==> src/rtl/dma_cmd_read_engine.sv <==
// dma_cmd_read_engine: turns {address, byte count} DMA read commands into
// 4 KB-safe DDR bursts and streams the returned data as AXI-Stream beats.
module dma_cmd_read_engine #(
  parameter int DATA_W          = 256,
  parameter int ADDR_W          = 32,
  parameter int MAX_BURST       = 16,
  parameter int MAX_OUTSTANDING = 2
) (
  input  logic                clk,
  input  logic                rst_n,
  input  logic [63:0]         DMA_CMD,
  input  logic                DMA_Valid,
  output logic                busy,
  output logic                cmd_drop,
  output logic                introut,
  output logic [ADDR_W-1:0]   mem_ar_addr,
  output logic [7:0]          mem_ar_len,
  output logic                mem_ar_valid,
  input  logic                mem_ar_ready,
  input  logic [DATA_W-1:0]   mem_r_data,
  input  logic                mem_r_valid,
  input  logic                mem_r_last,
  output logic                mem_r_ready,
  output logic [DATA_W-1:0]   M_tdata,
  output logic [DATA_W/8-1:0] M_tkeep,
  output logic                M_tlast,
  output logic                M_tvalid,
  input  logic                M_tready
);

  localparam int OUT_W = $clog2(MAX_OUTSTANDING + 1);
  localparam int CNT_W = 27;

  typedef enum logic [1:0] {
    IDLE,
    ISSUE,
    WAIT_DATA,
    DONE
  } state_t;

  state_t            state;
  logic [ADDR_W-1:0] addr;
  logic [CNT_W-1:0]  req_rem;
  logic [CNT_W-1:0]  rx_rem;
  logic [OUT_W-1:0]  outstanding;

  logic [CNT_W-1:0]  cmd_beats;
  logic [8:0]        page_beats;
  logic [8:0]        cap_beats;
  logic [8:0]        burst_beats;
  logic              ar_valid;
  logic              ar_fire;
  logic              m_fire;
  logic              r_done;
  logic              unused_bits;

  assign cmd_beats   = DMA_CMD[31:5];
  assign unused_bits = ^{DMA_CMD[36:32], DMA_CMD[4:0]};

  // Beats left before the next 4 KB page boundary.
  assign page_beats = 9'd128 - {2'b00, addr[11:5]};

  always_comb begin
    cap_beats = 9'(MAX_BURST);
    if (req_rem < CNT_W'(cap_beats)) begin
      cap_beats = req_rem[8:0];
    end
    burst_beats = cap_beats;
    if (page_beats < cap_beats) begin
      burst_beats = page_beats;
    end
  end

  // Request side only depends on state registers, so the
  // address and length stay put until the handshake completes.
  assign ar_valid = (state == ISSUE)
                 && (outstanding < OUT_W'(MAX_OUTSTANDING))
                 && (req_rem != '0);
  assign ar_fire  = ar_valid && mem_ar_ready;

  assign mem_ar_valid = ar_valid;
  assign mem_ar_addr  = ar_valid ? addr : '0;
  assign mem_ar_len   = ar_valid ? 8'(burst_beats - 9'd1) : 8'd0;

  assign M_tvalid    = mem_r_valid && busy;
  assign mem_r_ready = M_tready && busy;
  assign M_tdata     = busy ? mem_r_data : '0;
  assign M_tkeep     = {(DATA_W/8){M_tvalid}};
  assign M_tlast     = M_tvalid && (rx_rem == CNT_W'(1));

  assign m_fire = M_tvalid && M_tready;
  assign r_done = m_fire && mem_r_last;

  always_ff @(posedge clk or negedge rst_n) begin
    if (!rst_n) begin
      state       <= IDLE;
      addr        <= '0;
      req_rem     <= '0;
      rx_rem      <= '0;
      outstanding <= '0;
      busy        <= 1'b0;
      cmd_drop    <= 1'b0;
      introut     <= 1'b0;
    end else begin
      introut <= 1'b0;

      if (m_fire) begin
        rx_rem <= rx_rem - CNT_W'(1);
      end

      unique case ({ar_fire, r_done})
        2'b10:   outstanding <= outstanding + OUT_W'(1);
        2'b01:   outstanding <= outstanding - OUT_W'(1);
        default: outstanding <= outstanding;
      endcase

      if (DMA_Valid && busy) begin
        cmd_drop <= 1'b1;
      end

      unique case (state)
        IDLE: begin
          if (DMA_Valid) begin
            busy     <= 1'b1;
            cmd_drop <= 1'b0;
            addr     <= ADDR_W'({DMA_CMD[63:37], 5'b00000});
            req_rem  <= cmd_beats;
            rx_rem   <= cmd_beats;
            state    <= (cmd_beats == '0) ? DONE : ISSUE;
          end
        end
        ISSUE: begin
          if (ar_fire) begin
            addr    <= addr + ADDR_W'({burst_beats, 5'b00000});
            req_rem <= req_rem - CNT_W'(burst_beats);
          end
          if (req_rem == '0) begin
            state <= WAIT_DATA;
          end
        end
        WAIT_DATA: begin
          if (rx_rem == '0) begin
            state <= DONE;
          end
        end
        DONE: begin
          introut <= 1'b1;
          busy    <= 1'b0;
          state   <= IDLE;
        end
        default: state <= IDLE;
      endcase
    end
  end

endmodule

==> config.mk <==
export PLATFORM = sky130hd
export DESIGN_NAME = dma_cmd_read_engine
export DESIGN_NICKNAME = d
export VERILOG_FILES = /design/src/rtl/dma_cmd_read_engine.sv
export SDC_FILE = /design/constraint.sdc
export NUM_CORES = 1
export LEC_CHECK = 0
export ABC_AREA = 1
export BUFFER_PORTS_ARGS = -buffer_cell sky130_fd_sc_hd__buf_2
export CORE_AREA = 2 2 257 259
export DETAILED_ROUTE_END_ITERATION = 10
export DIE_AREA = 0 0 259 261
export PLACE_DENSITY_LB_ADDON = 0.15
export SKIP_CTS_REPAIR_TIMING = 1
export SLEW_MARGIN = 25
export SYNTH_ARGS = -nofsm -noshare
export SYNTH_HDL_FRONTEND = slang
export SYNTH_SLANG_ARGS = --single-unit
==> constraint.sdc <==
create_clock -name clk -period 7.6 [get_ports clk]
set_input_delay 0.38 -clock clk [delete_from_list [all_inputs] [get_ports clk]]
set_output_delay 0.38 -clock clk [all_outputs]
set_load 0.05 [all_outputs]
# [Word-level counts from Yosys, hierarchy flattened]
# Cells that the tools add are included.
[word_totals] input_bits=327 out_inout_bits=335 ff_bits=93 word_cells=74
[classes] n_addsub=7 magnitude_cmp=3 muxes=26 eq_ne=10 reduce_logical=20
[op_table] operator="2-to-1 mux 256 bit" n=1
[op_table] operator="2-to-1 mux 27 bit" n=5
[op_table] operator="2-to-1 mux 32 bit" n=3
[op_table] operator="zero test 27 bit" n=3
[op_table] operator="case mux 32 bit (2 select lines)" n=1
[op_table] operator="case mux 27 bit (2 select lines)" n=1
[op_table] operator="adder 32 x 14 -> 32 bit" n=1
[op_table] operator="equality test 27 x 1 -> 1 bit, second input constant" n=1
[op_table] operator="less-than comparator 27 x 5 -> 1 bit, second input constant" n=1
[op_table] operator="nonzero test 27 bit" n=1
[op_table] operator="subtractor 27 x 1 -> 27 bit, second input constant" n=1
[op_table] operator="subtractor 27 x 9 -> 27 bit" n=1
[op_table] operator="2-to-1 mux 9 bit" n=2
[op_table] operator="logical AND 1 bit" n=9
[op_table] operator="less-than comparator 9 bit" n=1
[op_table] operator="subtractor 8 x 7 -> 9 bit, first input constant" n=1
[op_table] operator="2-to-1 mux 2 bit" n=4
[op_table] operator="2-to-1 mux 8 bit" n=1
[op_table] operator="case mux 2 bit (4 select lines)" n=1
[op_table] operator="subtractor 8 x 1 -> 8 bit, second input constant" n=1
[op_table] operator="equality test 2 bit, second input constant" n=3
[op_table] operator="!= test 2 bit, second input constant" n=3
[op_table] operator="AND reduction 3 bit" n=2
[op_table] operator="nonzero test 2 bit" n=3
[op_table] operator="other kinds (10)" n=15

# [Logic depth before layout (Yosys ltp)]
# Gate-level depths: netlist of run 1.
[logic_depth] ltp_word=7 depth_mapped=32 depth_no_buf=32

# [Worst setup path before layout of run 1]
# OpenSTA, ideal clock, no wires.
[synth_timing] path_type="register -> register" startpoint="register addr[6]" endpoint="register addr[27]" setup_ns=0.082 path_stages_with_launch=27 required_ns=7.518 path_buffers=1 path_slack_ns=3.355 period_less_slack_ns=4.245 arrival_time_ns=4.163 cell_sequence="dfrtp_1 -> inv_1 -> ha_1 -> nand2_1 -> xor2_1 -> inv_1 -> ha_1 -> a21oi_1 -> o21ai_0 -> a21oi_1 -> buf_4 -> nand3_2 -> nand2_1 -> inv_1 -> ha_1 -> inv_1 -> nor3_1 -> a21oi_1 -> o21ai_0 -> inv_1 -> nor2_1 -> nand3_1 -> nor2_1 -> nand4_1 -> a22oi_1 -> nor2_1 -> o22ai_1"
[synth_between] elab_chain_cells=6
[synth_rtl] item="from (decl)" line_no="42" source="logic [ADDR_W-1:0] addr;"
[synth_rtl] item="from (signal assigned)" line_no="126" source="addr <= ADDR_W'({DMA_CMD[63:37], 5'b00000});"
[synth_rtl] item="from (signal assigned)" line_no="134" source="addr <= addr + ADDR_W'({burst_beats, 5'b00000});"
[synth_rtl] item="subtractor 8 x 7 -> 9 bit" line_no="61" source="assign page_beats = 9'd128 - {2'b00, addr[11:5]};"
[synth_rtl] item="less-than comparator 9 bit" line_no="69" source="if (page_beats < cap_beats) begin"
[synth_rtl] item="2-to-1 mux 9 bit" line_no="69"
[synth_rtl] item="adder 32 x 14 -> 32 bit *" line_no="134"
[synth_rtl] item="2-to-1 mux 32 bit *" line_no="133" source="if (ar_fire) begin"
[synth_rtl] item="case mux 32 bit (2 select lines) *" line_no="121" source="unique case (state)"
# Every way passes the cells marked *; elsewhere a longest branch is shown, timed or not. The select of a mux whose other input is x is not followed.
# A chain may end at the register's enable or synchronous reset.

# [Worst setup path after layout of run 1]
[layout_timing] startpoint="register req_rem[20]" endpoint="register addr[27]"
[layout_between] elab_chain_cells=7 word_cells_on_any_way=12 classes_between="add/sub (1); order compare (2); eq/ne (1); mux (4); reduce/logical (4)"
[layout_rtl] item="from (decl)" line_no="43" source="logic [CNT_W-1:0] req_rem;"
[layout_rtl] item="from (signal assigned)" line_no="127" source="req_rem <= cmd_beats;"
[layout_rtl] item="from (signal assigned)" line_no="135" source="req_rem <= req_rem - CNT_W'(burst_beats);"
[layout_rtl] item="less-than comparator 27 x 5 -> 1 bit" line_no="65" source="if (req_rem < CNT_W'(cap_beats)) begin"
[layout_rtl] item="2-to-1 mux 9 bit" line_no="65"
[layout_rtl] item="less-than comparator 9 bit" line_no="69"
[layout_rtl] item="2-to-1 mux 9 bit" line_no="69"
[layout_rtl] item="adder 32 x 14 -> 32 bit" line_no="134"
[layout_rtl] item="2-to-1 mux 32 bit" line_no="133"
[layout_rtl] item="case mux 32 bit (2 select lines)" line_no="121"
# Parallel ways exist; a longest one is shown, timed or not. The select of a mux whose other input is x is not followed.

==> results_dict.tcl, run 1 <==
set metrics [dict create \
    status "finished clean" \
    netlist.area_leader.share_pct 22.9 \
    synthTopCellsByCount "476 x nand2_1, 394 x inv_1, 183 x nor2_1" \
    grt_max_degree 81 \
    holdPathEnd "addr[8]$_DFFE_PN0P_" \
    worstSkewPairLatency_ns 0.36 \
    cpPeakStageDelay_ns 0.40 \
    min_path_cells 3 \
    nets 2623 \
    yosysMostFrequentCell "nand2_1" \
    synth_area_leaders "dfrtp_1 23%, nand2_1 19%, inv_1 15%" \
    timing.hold.worst.start "DMA_CMD[40]" \
    slowest_stage "dfrtp_1" \
    async_flop_share_pct 100 \
    setup_viol 0 \
    initial_core_util_pct 14.8 \
    place_congestion 0.880 \
    ir_drop_mv 0.219 \
    layout_min_cycle_time_ns 5.53 \
    drt-pass1-iter-count 5 \
    leakagePower_nw 9.05 \
    cts_tree "yes" \
    synth-seq-area-share_pct 22.9 \
    grt_util_met1_pct 23.7 \
    cp_max_fo 9 \
    yosys.area.top_type "dfrtp_1" \
    die_w_um 259 \
    r2r_slack_ns 2.07 \
    filler_cell_count 7619 \
    use_met3_pct 6.58 \
    via_count 12800 \
    synth.cell_area_um2 9630 \
    min_path_type "in -> reg" \
    top_usage_layer "met2" \
    max_freq_mhz 181 \
    slew_headroom_pct 39.6 \
    fp.dieArea_um2 67600 \
    r2r_end "addr[27]$_DFFE_PN0P_" \
    drtIter0Drc 833 \
    grt.total_usage_pct 18.1 \
    avgSynthCellArea_um2 5.69 \
    path_clk_slew_ns 0.07 \
    netlist_instances 1692 \
    fp.dieH_um 261 \
    avgRoutedWirePerCell_um 20.4 \
    area_growth_pct 43.9 \
    finalHoldViolations 0 \
    synth_ff_type "dfrtp_1" \
    rsz0062_at_grt "false" \
    max_cap_viol_count 0 \
    place_hpwl_mm 55.1 \
    gr-total-overflow 0 \
    reg2reg_depth 31 \
    grt_pass1_wl_mm 88.3 \
    io_buffers 646 \
    h-tree-depth 3 \
    crit_arrival_ns 5.80 \
    core_area_um2 65000 \
    final_core_util_pct 21.3 \
    drive_above_1_share_pct 31.7 \
    cts_sinks 88 \
    antenna_left 0 \
    ys_ff_latch 88 \
    ys_types 47 \
    worstSetupPathType "reg -> reg" \
    finalSetupTns_ns 0 \
    drc 0 \
    drt_wl_total_mm 64.0 \
    drv_slew 0 \
    synth_edf_count 0 \
    rows 94 \
    start_kind "flop" \
    path_common_cell "inv_1" \
    ys_warn_count 0 \
    timing.rr.start "req_rem[20]$_DFFE_PN0P_" \
    fin_skew_ns 0.0128 \
    io_pins 662 \
    cts_buffers 9 \
    gr-usage-met2_pct 29.1 \
    clockRootBuffer "clkbuf_16" \
    crit_path_end_kind "flop" \
    power_density_nw_per_um2 513 \
    viasPerCell 4.08 \
    power_mw 7.11 \
    antenna_found_initial 29 \
    clockBufferDepth 2 \
    tightest_slew_ns 0.907 \
    period_share_pct 72.7 \
    required_ns 7.88 \
    grt_pass1_vias 12400 \
]
## power by group
| group | total [mW] | switching (mW) | internal, mW | leakage (nW) |
|---|---|---|---|---|
| clock | 0.511 | 0.220 | 0.291 | 0.155 |
| sequential | 1.01 | 0.298 | 0.713 | 1.04 |
| combinational | 5.58 | 4.25 | 1.34 | 7.85 |
| total | 7.11 | 4.76 | 2.34 | 9.05 |
## sequential cells by signal, indices dropped and copies added (netlist names)
| signal | cells |
|---|---|
| addr | 27 |
| busy | 1 |
| cmd_drop | 1 |
| introut | 1 |
| outstanding | 2 |
| req_rem | 27 |
| rx_rem | 27 |
| state | 2 |
## final cells by class
class / count / area, µm² / area share, %
multi-input cells: 1112 / 5430 / 39.2
repair buffers: 655 / 3310 / 23.9
flip-flops and latches: 88 / 2210 / 15.9
inverters: 401 / 1510 / 10.9
well taps: 864 / 1080 / 7.80
clock buffers: 10 / 229 / 1.65
clock inverters: 6 / 92.6 / 0.668
diodes: 4 / 10.0 / 0.0722
## per-stage QoR
stage	hold WS (ns)	cells	cell area, µm²	worst slack, ns
3_5_place_dp	0.345	3119	13500	2.10
2_1_floorplan	0.0844	1700	9660	3.35
6_report	0.269	3140	13900	2.07
3_3_place_gp	0.342	3119	13500	2.13
5_1_grt	0.274	3137	13800	1.41
4_1_cts	-0.0493	3135	13800	2.09
## cell usage in the layout (no fill, tap or decap), drive strengths merged, types with 2 or more instances in the layout
master	netlist	final
o31ai	2	2
nand4	23	23
or2	2	2
a22oi	5	5
o21ai	73	73
conb	2	10
dfrtp	88	88
nor2	192	192
nand3b	5	5
bufinv	0	2
a31oi	5	5
nand2	494	494
nand3	86	86
ha	28	28
xnor2	19	19
nor3	32	32
diode	0	4
a21oi	62	62
nor4	16	16
o21bai	2	2
buf	49	654
inv	400	402
o211ai	14	14
clkinv	1	2
clkbuf	50	10
xor2	25	25
o22ai	10	10
## metal layers
| layer | routed length [µm] | vias up |
|---|---|---|
| met3 | 6080 | 67 |
| met2 | 29200 | 486 |
| met4 | 582 | 18 |
| met1 | 28000 | 6020 |
| met5 | 118 | - |
| li1 | - | 6207 |
## critical path: cells and delay by family (launching register included)
| kind | cells | cell delay [ns] |
|---|---|---|
| buffers and inverters | 7 | 0.88 |
| adders and majority gates | 3 | 0.62 |
| DFF | 1 | 0.40 |
| AOI/OAI and AO/OA | 8 | 1.45 |
| and+or+nand+nor | 13 | 2.08 |
## logic make-up after synthesis
family	after synthesis	synth area share [%]
XOR/XNOR	44	4.00
adder cells (fa/ha/maj)	29	3.85
buffers and inverters	500	21.2
AND/OR/NAND/NOR	851	37.6
flip-flops	88	22.9
other	2	0.0780
AO/OA/AOI/OAI	178	10.4
## worst max-delay path by stage
| stage | endpoint | start | cells after the start |
|---|---|---|---|
| after floorplan | addr[27]$_DFFE_PN0P_ | addr[6]$_DFFE_PN0P_ | 26 |
| after global placement | addr[27]$_DFFE_PN0P_ | req_rem[5]$_DFFE_PN0P_ | 29 |
| after detailed placement | addr[27]$_DFFE_PN0P_ | req_rem[5]$_DFFE_PN0P_ | 31 |
| after CTS | addr[27]$_DFFE_PN0P_ | req_rem[5]$_DFFE_PN0P_ | 31 |
| after global routing | addr[27]$_DFFE_PN0P_ | req_rem[5]$_DFFE_PN0P_ | 31 |
| final | addr[27]$_DFFE_PN0P_ | req_rem[20]$_DFFE_PN0P_ | 31 |
(Power assumes the default switching activity.)
==> run 2: changes to the inputs <==
--- a/config.mk
+++ b/config.mk
@@ -5,11 +5,11 @@
 export SDC_FILE = /design/constraint.sdc
 export NUM_CORES = 1
 export LEC_CHECK = 0
-export ABC_AREA = 1
+export ABC_AREA = 0
 export BUFFER_PORTS_ARGS = -buffer_cell sky130_fd_sc_hd__buf_2
-export CORE_AREA = 2 2 257 259
+export CORE_AREA = 2 2 255 257
 export DETAILED_ROUTE_END_ITERATION = 10
-export DIE_AREA = 0 0 259 261
+export DIE_AREA = 0 0 257 259
 export PLACE_DENSITY_LB_ADDON = 0.15
 export SKIP_CTS_REPAIR_TIMING = 1
 export SLEW_MARGIN = 25
==> constraint.sdc (replaced) <==
create_clock -name clk -period 4.9 [get_ports clk]
set_input_delay 0.245 -clock clk [delete_from_list [all_inputs] [get_ports clk]]
set_output_delay 0.245 -clock clk [all_outputs]
set_load 0.05 [all_outputs]
==> run 2 against run 1 <==
Compared with the run above: the flow now finishes with violations (negative setup slack); first-iteration DRC count down 31%; area after synthesis down 11%; critical path type unchanged; via count down 12%; worst setup slack worse by 2.4 ns; register-to-register slack worse by 2.4 ns.
==> results_dict.tcl, run 2 <==
set metrics [dict create \
    clockRootBuffer "clkbuf_16" \
    grt_max_degree 124 \
    synth_area_leaders "dfrtp_1 26%, and2_1 21%, a21oi_1 4.9%" \
    crit_path_end_kind "flop" \
    fp.dieH_um 259 \
    required_ns 5.15 \
    clockBufferDepth 2 \
    clkPwrFrac_pct 6.3 \
    io_buffers 646 \
    p_seq_share_pct 12.7 \
    p_switching_mw 7.19 \
    pre_cts_ws_ns -0.437 \
    via_count 11300 \
    synth.cell_area_um2 8560 \
    cts_buffers 9 \
    p_int_mw 4.78 \
    drtIter0Drc 576 \
    cts_sinks 88 \
    status "finished, violations left" \
    rows 93 \
    synth_edf_count 0 \
    hold_slack_ns 0.117 \
    avgSynthCellArea_um2 7.45 \
    path_common_cell "buf_4" \
    tightest_slew_ns 0.990 \
    max_cap_viol_count 0 \
    fp.dieArea_um2 66600 \
    cp_max_fo 6 \
    cts_tree "yes" \
    netlist_instances 1148 \
    viasPerCell 4.17 \
    min_path_type "in -> reg" \
    synth-seq-area-share_pct 25.7 \
    antenna_left 0 \
    worst_slack_ns -0.345 \
    drive_above_1_share_pct 48.0 \
    fin_skew_ns 0.00989 \
    setup_viol 37 \
    die_w_um 257 \
    period_share_pct 107 \
    yosysMostFrequentCell "and2_1" \
    avgRoutedWirePerCell_um 26.5 \
    grt.total_usage_pct 20.3 \
    most-common-layout-cells "640 x buf_2, 291 x and2_1, 123 x buf_4" \
    grt_pass1_wl_mm 93.7 \
    slew_headroom_pct 34.0 \
    drt-pass1-iter-count 5 \
    place_hpwl_mm 62.9 \
    antenna_found_initial 77 \
    finalHoldViolations 0 \
    crit_buf_inv 5 \
    final_common_cell "buf_2" \
    synthTopCellsByCount "293 x and2_1, 95 x nand2_1, 88 x dfrtp_1" \
    drt_wl_total_mm 71.7 \
    top_regs "addr: 27 flops, req_rem: 27 flops, rx_rem: 27 flops" \
    worstSetupPathType "reg -> reg" \
    path_delay_family "compound AO/OA/AOI/OAI gates" \
    violations "negative setup slack" \
    gr-total-overflow 0 \
    core_area_um2 63900 \
    synth_ff_type "dfrtp_1" \
    area_growth_pct 66.0 \
    yosys.area.top_type "dfrtp_1" \
    path_clk_slew_ns 0.07 \
    combPwrFrac_pct 81.0 \
    ys_ff_latch 88 \
    io_pins 662 \
    ys_types 74 \
    crit_arrival_ns 5.49 \
    h-tree-depth 3 \
    ir_drop_mv 0.275 \
    rsz0062_at_grt "true" \
    slowest_stage "or4_4" \
    initial_core_util_pct 13.4 \
    grt_pass1_vias 10900 \
    ys_warn_count 0 \
    drc 0 \
    worstSkewPairLatency_ns 0.36 \
    netlist.area_leader.share_pct 25.7 \
    start_kind "flop" \
    async_flop_share_pct 100 \
    cpPeakStageDelay_ns 0.56 \
    power_density_nw_per_um2 842 \
    p_sw_share_pct 60.1 \
    max_freq_mhz 191 \
    nets 2193 \
    crit_chain "or4_4, nor4b_4, nand3_2, clkinv_4, nand2_4, ha_4, nand4_1, o221ai_1, buf_4, a21oi_2, buf_4, buf_4, a32oi_1, o31ai_2, a21bo_1, a2111oi_2, a211o_1, o31ai_2, buf_4, and2_1, or4_1, a31o_1" \
    drv_slew 0 \
    place_congestion 0.980 \
    leakagePower_nw 7.01 \
    power_mw 12.0 \
    layout_min_cycle_time_ns 5.25 \
]
[run 2: cell count changes after synthesis, sizes merged, moves of 15 or more]
cell | previous run | this run
xnor2 | 19 | 34
nor2 | 192 | 82
and2 | 0 | 293
a21oi | 62 | 85
nand2 | 494 | 95
inv | 400 | 30
nand3 | 86 | 26
[run 2: layer usage]
| layer | wire length, µm | share of wire, % | track usage (%) | up-vias |
|---|---|---|---|---|
| met3 | 10400 | 14 | 11.6 | 124 |
| met4 | 1000 | 1.4 | 2.21 | 40 |
| met1 | 29300 | 41 | 25.5 | 5346 |
| met5 | 247 | 0.34 | 0 | - |
| met2 | 30800 | 43 | 31.0 | 533 |
| li1 | - | - | - | 5261 |
[run 2: stage by stage]
stage          cells  utilization [%]  area [µm²]  setup TNS (ns)
3_5_place_dp    2674             21.0       13400          -10.96
6_report        2708             22.2       14200           -7.70
5_1_grt         2702             22.2       14200          -20.00
3_3_place_gp    2674             21.0       13400           -9.68
4_1_cts         2690             21.4       13700          -13.58
2_1_floorplan   1156                -        8680          -0.845
[run 2: final timing paths]
path                                       startpoint                          to  slack (ns)  depth (start not counted)
min                                       DMA_CMD[61]        addr[29]$_DFFE_PN0P_        0.12                          3
max in group asynchronous                       rst_n     req_rem[11]$_DFFE_PN0P_        3.33                          3
max reg2reg                   req_rem[10]$_DFFE_PN0P_     req_rem[23]$_DFFE_PN0P_       -0.35                         22
max                           req_rem[10]$_DFFE_PN0P_     req_rem[23]$_DFFE_PN0P_       -0.35                         22
min reg2reg                outstanding[1]$_DFFE_PN0P_  outstanding[1]$_DFFE_PN0P_        0.47                          1
min in group asynchronous                       rst_n        addr[13]$_DFFE_PN0P_        0.44                          2
[run 2: worst register-to-register path, stage by stage (launching register included)]
cell	delay, ns
dfrtp_1	0.38
or4_4	0.56
nor4b_4	0.33
nand3_2	0.20
clkinv_4	0.14
nand2_4	0.06
ha_4	0.29
nand4_1	0.13
o221ai_1	0.29
buf_4	0.17
a21oi_2	0.07
buf_4	0.16
buf_4	0.13
a32oi_1	0.25
o31ai_2	0.17
a21bo_1	0.24
a2111oi_2	0.35
a211o_1	0.19
o31ai_2	0.08
buf_4	0.17
and2_1	0.16
or4_1	0.40
a31o_1	0.23
[run 2: logic make-up (layout without fill, tap and decap cells)]
| group | Yosys count | after routing | share of synthesized area, % |
|---|---|---|---|
| buffers and inverters | 136 | 822 | 7.70 |
| flip-flops | 88 | 88 | 25.7 |
| XOR/XNOR | 49 | 49 | 5.01 |
| other | 2 | 21 | 0.0878 |
| adder cells (fa/ha/maj) | 30 | 30 | 4.44 |
| multiplexers | 9 | 9 | 1.05 |
| AO/OA/AOI/OAI | 241 | 241 | 17.7 |
| AND/OR/NAND/NOR | 593 | 593 | 38.3 |
[run 2: final cells by class]
type                    instances  area, µm²
diodes                         11       27.5
clock buffers                  11        243
clock inverters                 5       63.8
fillers                      7272      49700
inverters                      30        118
multi-input cells             932       6180
flip-flops and latches         88       2210
well taps                     855       1070
repair buffers                776       4300
[run 2: power by group through the flow]
stage | Sequential [mW] | Clock, mW | Combinational, mW
2_1_floorplan | 1.45 | 0 | 6.26
4_1_cts | 1.51 | 0.791 | 9.22
6_report | 1.52 | 0.758 | 9.69
5_1_grt | 1.59 | 0.812 | 10.4
3_5_place_dp | 1.52 | 0 | 9.19
3_3_place_gp | 1.53 | 0 | 9.19
==> run 3: changes to the inputs <==
--- a/config.mk
+++ b/config.mk
@@ -6,7 +6,7 @@
 export NUM_CORES = 1
 export LEC_CHECK = 0
 export ABC_AREA = 0
-export BUFFER_PORTS_ARGS = -buffer_cell sky130_fd_sc_hd__buf_2
+export BUFFER_PORTS_ARGS = -buffer_cell sky130_fd_sc_hd__clkbuf_2
 export CORE_AREA = 2 2 255 257
 export DETAILED_ROUTE_END_ITERATION = 10
 export DIE_AREA = 0 0 257 259
==> run 3 against run 2 <==
Compared with the run above: the flow still finishes with violations (negative setup slack); die area unchanged; design area increased by 1.5%; total power increased by 2.4%; critical endpoint is now addr[26]$_DFFE_PN0P_; largest power group unchanged.
==> results_dict.tcl, run 3 (same netlist as run 2, synthesis figures left out) <==
set metrics [dict create \
    status "finished, violations left" \
    violations "negative setup slack" \
    max_cap_viol_count 0 \
    grt_max_degree 224 \
    gr-total-overflow 0 \
    crit_path_end_kind "flop" \
    die_w_um 257 \
    tightest_slew_ns 1.00 \
    ir_drop_mv 0.286 \
    layout_min_cycle_time_ns 5.23 \
    timing.hold.worst.start "DMA_CMD[61]" \
    area_growth_pct 68.5 \
    setup_viol 37 \
    cts_buffers 9 \
    grt.total_usage_pct 20.5 \
    clockBufferDepth 2 \
    final_core_util_pct 22.6 \
    most-common-layout-cells "640 x clkbuf_2, 290 x and2_1, 130 x buf_4" \
    place_hpwl_mm 62.9 \
    via_count 11300 \
    finalSetupTns_ns -7.62 \
    initial_core_util_pct 13.4 \
    drive_above_1_share_pct 48.8 \
    slew_headroom_pct 33.0 \
    post_dp_cell_area_um2 13300 \
    avgRoutedWirePerCell_um 26.5 \
    path_clk_slew_ns 0.07 \
    worstSetupPathType "reg -> reg" \
    top_regs "addr: 27 flops, req_rem: 27 flops, rx_rem: 27 flops" \
    final_common_cell "clkbuf_2" \
    cpPeakStageDelay_ns 0.55 \
    power_density_nw_per_um2 850 \
    grt_pass1_vias 11100 \
    path_common_cell "a21oi_2" \
    fp.dieArea_um2 66600 \
    worst_slack_ns -0.325 \
    min_path_type "in -> reg" \
    drt-pass1-iter-count 4 \
    antenna_left 0 \
    crit_arrival_ns 5.42 \
    grt_pass1_wl_mm 94.4 \
    cp_max_fo 6 \
    drv_slew 0 \
    max_freq_mhz 191 \
    drt_wl_total_mm 72.2 \
    drc 0 \
    rows 93 \
    viasPerCell 4.14 \
    timing.rr.start "req_rem[10]$_DFFE_PN0P_" \
    drtIter0Drc 723 \
    io_pins 662 \
    crit_buf_inv 4 \
    antenna_found_initial 65 \
    fin_skew_ns 0.00984 \
    required_ns 5.09 \
    period_share_pct 107 \
    rsz0062_at_grt "true" \
    slowest_stage "or4_4" \
    nets 2205 \
    worstSkewPairLatency_ns 0.36 \
    finalHoldViolations 0 \
    place_congestion 0.960 \
    final_area_um2 14400 \
    h-tree-depth 3 \
    startpoint "req_rem[10]$_DFFE_PN0P_" \
    start_kind "flop" \
    fp.dieH_um 259 \
    core_area_um2 63900 \
    clockRootBuffer "clkbuf_16" \
    leakagePower_nw 7.03 \
    path_delay_family "simple AND/OR/NAND/NOR gates" \
    io_buffers 646 \
    cts_tree "yes" \
    cts_sinks 88 \
]
[run 3: changes by cell type in the layout (fill, tap and decap cells not counted), sizes merged]
cell	change
buf	-628
clkbuf	+638
clkinvlp	+2
[run 3: final cells by class]
cell class	instances	area (µm²)
inverters	30	118
clock inverters	7	78.8
diodes	11	27.5
flip-flops and latches	88	2210
well taps	855	1070
repair buffers	788	4420
clock buffers	9	225
multi-input cells	932	6280
fillers	7265	49500
[run 3: report_power, final]
group	switching [mW]	leakage [nW]	total, mW	internal, mW
sequential	0.406	1.02	1.51	1.10
clock	0.355	0.144	0.757	0.402
combinational	6.59	5.86	9.99	3.40
total	7.35	7.03	12.3	4.90
[run 3: path summary, 6_finish.rpt]
check	end	slack, ns	cells past startpoint
worst max-delay path	addr[26]$_DFFE_PN0P_	-0.33	26
worst min-delay path	addr[29]$_DFFE_PN0P_	0.11	3
worst max register to register	addr[26]$_DFFE_PN0P_	-0.33	26
worst min register to register	outstanding[1]$_DFFE_PN0P_	0.47	1
max in group asynchronous	req_rem[11]$_DFFE_PN0P_	3.58	3
min in group asynchronous	addr[13]$_DFFE_PN0P_	0.49	2
[run 3: layer usage]
metal	vias to the layer above	track usage, %	routed length (µm)
li1	5278	-	-
met1	5359	26.6	31100
met2	505	31.2	31600
met3	83	10.3	8480
met4	38	2.16	756
met5	-	0	226
[run 3: worst min-delay path, stage by stage]
cell	delay, ns
clkbuf_2	0.08
a22oi_1	0.06
nand2_1	0.06
[run 3: metrics by stage]
stage / std cells / power (mW) / setup WS (ns) / hold WS, ns
after floorplan: 1156 / 7.71 / -0.236 / -0.0506
after global placement: 2666 / 10.7 / -0.374 / 0.456
after detailed placement: 2666 / 10.7 / -0.432 / 0.454
after CTS: 2682 / 11.5 / -0.455 / 0.0805
after global routing: 2712 / 13.0 / -0.643 / 0.105
final: 2720 / 12.3 / -0.325 / 0.113
